==> config.mk <==
export PLATFORM = sky130hd
export DESIGN_NAME = io_input_unit
export DESIGN_NICKNAME = d
export VERILOG_FILES = /design/src/rtl/io_pkg.sv /design/src/rtl/btn_debounce.sv /design/src/rtl/io_input_unit.sv
export SDC_FILE = /design/constraint.sdc
export NUM_CORES = 1
export LEC_CHECK = 0
export ABC_AREA = 1
export BUFFER_PORTS_ARGS = -buffer_cell sky130_fd_sc_hd__buf_2
export CORE_UTILIZATION = 31
export DETAILED_ROUTE_END_ITERATION = 16
export GPL_TIMING_DRIVEN = 0
export HOLD_SLACK_MARGIN = 0.1
export SYNTH_ARGS = -nofsm -noshare
export SYNTH_HDL_FRONTEND = slang
export SYNTH_SLANG_ARGS = --single-unit
==> constraint.sdc <==
create_clock -name clk_hw -period 3.05 [get_ports clk_hw]
set_clock_uncertainty 0.15 [all_clocks]
set_input_delay 0 -clock clk_hw [delete_from_list [all_inputs] [get_ports clk_hw]]
set_output_delay 0 -clock clk_hw [all_outputs]
set_load 0.005 [all_outputs]
==> src/rtl/io_pkg.sv <==
// rtl/io_pkg.sv - register map constants, data width and shared helpers for io_input_unit
package io_pkg;

  localparam int IO_DATA_W = 32;

  localparam logic [1:0] IO_ADDR_SW   = 2'd0;
  localparam logic [1:0] IO_ADDR_BTN  = 2'd1;
  localparam logic [1:0] IO_ADDR_EVT  = 2'd2;
  localparam logic [1:0] IO_ADDR_MASK = 2'd3;

  typedef logic [IO_DATA_W-1:0] io_data_t;

  // Counter must be able to hold the value DB_CYCLES.
  function automatic int db_cnt_w(input int db_cycles);
    return $clog2(db_cycles + 1);
  endfunction

endpackage

==> src/rtl/btn_debounce.sv <==
// rtl/btn_debounce.sv - per-button 2-flop synchronizer, debounce counter and rising-edge pulse
module btn_debounce
  import io_pkg::*;
#(
  parameter int DB_CYCLES = 4
) (
  input  logic clk,
  input  logic rst,
  input  logic button,
  output logic level,
  output logic rise,
  output logic pulse
);

  localparam int CW = db_cnt_w(DB_CYCLES);
  localparam logic [CW-1:0] CNT_LAST = CW'(DB_CYCLES - 1);

  logic          sync1;
  logic          sync2;
  logic          level_q;
  logic [CW-1:0] cnt;

  always_ff @(posedge clk) begin
    if (rst) begin
      sync1   <= 1'b0;
      sync2   <= 1'b0;
      level   <= 1'b0;
      level_q <= 1'b0;
      pulse   <= 1'b0;
      cnt     <= '0;
    end else begin
      sync1   <= button;
      sync2   <= sync1;
      level_q <= level;
      pulse   <= rise;
      // Accept only after DB_CYCLES consecutive disagreeing samples.
      if (sync2 == level) begin
        cnt <= '0;
      end else if (cnt == CNT_LAST) begin
        level <= sync2;
        cnt   <= '0;
      end else begin
        cnt <= cnt + 1'b1;
      end
    end
  end

  assign rise = level & ~level_q;

endmodule

==> src/rtl/io_input_unit.sv <==
// rtl/io_input_unit.sv - synchronized switches, debounced buttons, event flags and CPU register port
// Optional feature macro IO_IRQ_EN adds the irq mask register at addr 3 and the irq output.
module io_input_unit
  import io_pkg::*;
#(
  parameter int NUM_BTN   = 1,
  parameter int SW_WIDTH  = 8,
  parameter int DB_CYCLES = 4
) (
  input  logic                 clk_hw,
  input  logic                 rst,
  input  logic [SW_WIDTH-1:0]  Switches,
  input  logic [NUM_BTN-1:0]   Button,
  input  logic [1:0]           addr,
  input  logic                 rd_en,
  input  logic                 wr_en,
  input  logic [IO_DATA_W-1:0] wdata,
  output logic [IO_DATA_W-1:0] rdata,
  output logic [NUM_BTN-1:0]   btn_level,
  output logic [NUM_BTN-1:0]   btn_pulse
`ifdef IO_IRQ_EN
  ,
  output logic                 irq
`endif
);

  logic [SW_WIDTH-1:0] sw_sync1;
  logic [SW_WIDTH-1:0] sw_sync2;
  logic [NUM_BTN-1:0]  btn_rise;
  logic [NUM_BTN-1:0]  evt;
  logic [NUM_BTN-1:0]  evt_clr;
  logic                unused_wdata;
`ifdef IO_IRQ_EN
  logic [NUM_BTN-1:0]  mask;
`endif

  assign unused_wdata = ^wdata[IO_DATA_W-1:NUM_BTN];

  genvar i;
  generate
    for (i = 0; i < NUM_BTN; i++) begin : g_btn
      btn_debounce #(
        .DB_CYCLES(DB_CYCLES)
      ) u_db (
        .clk   (clk_hw),
        .rst   (rst),
        .button(Button[i]),
        .level (btn_level[i]),
        .rise  (btn_rise[i]),
        .pulse (btn_pulse[i])
      );
    end
  endgenerate

  assign evt_clr = (wr_en && addr == IO_ADDR_EVT) ? wdata[NUM_BTN-1:0] : '0;

  always_ff @(posedge clk_hw) begin
    if (rst) begin
      sw_sync1 <= '0;
      sw_sync2 <= '0;
      evt      <= '0;
      rdata    <= '0;
    end else begin
      sw_sync1 <= Switches;
      sw_sync2 <= sw_sync1;
      // Set is applied after clear so a coinciding pulse keeps the flag.
      evt      <= (evt & ~evt_clr) | btn_rise;
      if (rd_en) begin
        case (addr)
          IO_ADDR_SW:  rdata <= IO_DATA_W'(sw_sync2);
          IO_ADDR_BTN: rdata <= IO_DATA_W'(btn_level);
          IO_ADDR_EVT: rdata <= IO_DATA_W'(evt);
          default: begin
`ifdef IO_IRQ_EN
            rdata <= IO_DATA_W'(mask);
`else
            rdata <= '0;
`endif
          end
        endcase
      end
    end
  end

`ifdef IO_IRQ_EN
  always_ff @(posedge clk_hw) begin
    if (rst) begin
      mask <= '0;
      irq  <= 1'b0;
    end else begin
      if (wr_en && addr == IO_ADDR_MASK) begin
        mask <= wdata[NUM_BTN-1:0];
      end
      irq <= |(evt & mask);
    end
  end
`endif

endmodule

==> flow_summary.json <==
{
  "synth_seq_cells": 33,
  "synth_cells": 149,
  "outcome": "completed",
  "yosys-top-cells-area": "dfxtp_1 (52%), buf_4 (15%), inv_1 (7.4%)",
  "cts_root_buffer": "clkbuf_8",
  "drv_slew": 0,
  "rows": 22,
  "layout-drive-gt1-share_pct": 27.1,
  "critPathLaunchType": "primary input",
  "cts_tree": "done",
  "worstHoldPathType": "reg2reg",
  "reg2reg_depth": 4,
  "synthDistinctLibCells": 18,
  "stdcell_area_sq_mm": 0.00187,
  "die_w_um": 65.8,
  "fmax_mhz": 460,
  "finalCritPeriodShare_pct": 71.2,
  "ios": 81,
  "worstPathArrival_ps": 2240,
  "syn_to_final_growth_pct": 48.3,
  "die_h_um": 65.8,
  "fin_nets": 278,
  "fin_tns_setup_ps": 0,
  "synthesis.area_sq_mm": 0.00126,
  "combPwrFrac_pct": 11.5,
  "critPathKind": "in2reg",
  "yosysWarningCount": 0,
  "drt_iter0_drc": 47,
  "ctsResizeCount": 0,
  "dr.pass1.iters": 4,
  "htree_levels": 2,
  "setup_viol": 0,
  "cts.sinks": 33,
  "via_count": 974,
  "grt_pass1_vias": 869,
  "switchingPower_uw": 190,
  "path_clk_slew_ps": 60,
  "antenna_found_initial": 0,
  "seqPwrFrac_pct": 51.7,
  "cts_made_buffers": 5,
  "p_int_uw": 687,
  "hold_viol": 0,
  "grt_pass1_wl_um": 3560,
  "cp.required_ps": 3120,
  "port_buffers": 25,
  "cts_setup_buffers": 0,
  "total_power_uw": 877,
  "grt_start_max_net_pins": 11,
  "final_core_util_pct": 49.5,
  "rsz0062_at_grt": "false",
  "synth-edff-count": 0,
  "powerDensity_mw_per_mm2": 469,
  "postSynthAreaPerCell_sq_um": 8.46,
  "post-route-min-period_ps": 2170,
  "clock_latency_ps": 280,
  "routed_via_density": 3.52,
  "coreArea_sq_mm": 0.00377,
  "cap_violations": 0,
  "diodes": 0,
  "avgRoutedWirePerCell_um": 7.37,
  "die-area_sq_mm": 0.00432,
  "initial_core_util_pct": 33.4,
  "p_sw_share_pct": 21.6,
  "grt.overflow.total": 0,
  "yosysTopAreaCellShare_pct": 52.4,
  "cp_max_fo": 8,
  "remaining_drc_errors": 0,
  "dpl_cell_area_sq_mm": 0.00153,
  "synthTopCellsByCount": "dfxtp_1 (33), buf_4 (25), inv_1 (25), nor2_1 (25)",
  "dp_hpwl_um": 1370,
  "grt_usage_pct": 11.2,
  "hold_buffers": 25,
  "leakage_uw": 0.000977,
  "yosysMostFrequentCell": "dfxtp_1",
  "wl_um": 2040,
  "async_flop_share_pct": 0,
  "routabilityCongestion": 0.694,
  "ir_drop_mv": 0.226,
  "power_frac_clock_pct": 36.8,
  "hold_depth": 2,
  "yosys.area.top_type": "dfxtp_1",
  "ant_nets": 0,
  "clockBufferDepth": 2,
  "ys_seq_area_share_pct": 52.4,
  "crit_path_end_kind": "register",
  "synth_flop_cell": "dfxtp_1"
}
## critical path: stages
cell and delay [ps]:
dlygate4sd3_1 540, buf_2 160, nor2_4 90, dlygate4sd3_1 690, nand2_1 90, a21oi_1 120, dlygate4sd3_1 560
## per-stage QoR
stage / hold WS, ps / instances / setup slack, ps
after floorplan: -87.6 / 172 / 1920
after global placement: 52.3 / 245 / 1860
after detailed placement: 55.9 / 245 / 1850
after CTS: 250 / 277 / 918
after global routing: 275 / 277 / 787
final: 251 / 277 / 877
## final cells by class
cell class,instances,area (sq um)
Buffer,27,198
Clock buffer,7,86.3
Fill cell,378,1900
Inverter,26,97.6
Multi-Input combinational cell,86,390
Sequential cell,33,661
Tap cell,48,60.1
Timing Repair Buffer,50,375
## worst paths after layout
check             slack [ps]                      to                             start
setup / recovery         880   rdata[6]$_SDFFE_PP0P_                           addr[1]
hold / removal           250  sw_sync2[5]$_SDFF_PP0_            sw_sync1[5]$_SDFF_PP0_
setup reg to reg        1480          evt$_SDFF_PP0_  g_btn[0].u_db.level$_SDFFE_PP0P_
hold reg to reg          250  sw_sync2[5]$_SDFF_PP0_            sw_sync1[5]$_SDFF_PP0_
## power by group through the flow
| stage | Combinational [uW] | Sequential [uW] | Clock [uW] |
|---|---|---|---|
| floorplan | 53.4 | 463 | 0 |
| global placement | 75.8 | 463 | 0 |
| global route | 114 | 455 | 357 |
| finish | 100 | 453 | 323 |
| CTS | 99.5 | 453 | 333 |
| detailed placement | 76.3 | 463 | 0 |
## flip-flops by register name (all words and copies together) (netlist names)
register and count:
g_btn.u_db.sync1 1, g_btn.u_db.sync2 1, sw_sync2 8, sw_sync1 8, g_btn.u_db.pulse 1, evt 1
rdata 8, g_btn.u_db.level 1, g_btn.u_db.level_q 1, g_btn.u_db.cnt 3
## cell families after synthesis
kind of cell	synth area share, %
AND/OR/NAND/NOR	13.4
AO/OA/AOI/OAI	8.44
buffers and inverters	23.4
adder cells (fa/ha/maj)	1.99
other	0.298
flip-flops	52.4
## metal layers
metal	up-vias	GRT usage (%)	wire, um
met5	-	0	0
met1	379	12.1	889
met3	3	4.34	167
li1	558	-	-
met2	34	18.2	962
met4	0	6.52	23
## placed cells by master, fill, tap and decap left out
| master | n |
|---|---|
| dfxtp_1 | 33 |
| buf_2 | 27 |
| inv_1 | 25 |
| buf_4 | 25 |
| nor2_1 | 25 |
| dlygate4sd3_1 | 25 |
| conb_1 | 24 |
| nand2_1 | 9 |
| a21oi_1 | 9 |
| o21ai_0 | 8 |
| clkbuf_8 | 6 |
| nand3_1 | 3 |
| ha_1 | 2 |
| nor2_4 | 1 |
| nand4_1 | 1 |
| inv_2 | 1 |
| or2_4 | 1 |
| a21oi_2 | 1 |
| o211ai_1 | 1 |
| o21ai_1 | 1 |
| clkbuf_1 | 1 |
(Power assumes the default switching activity.)
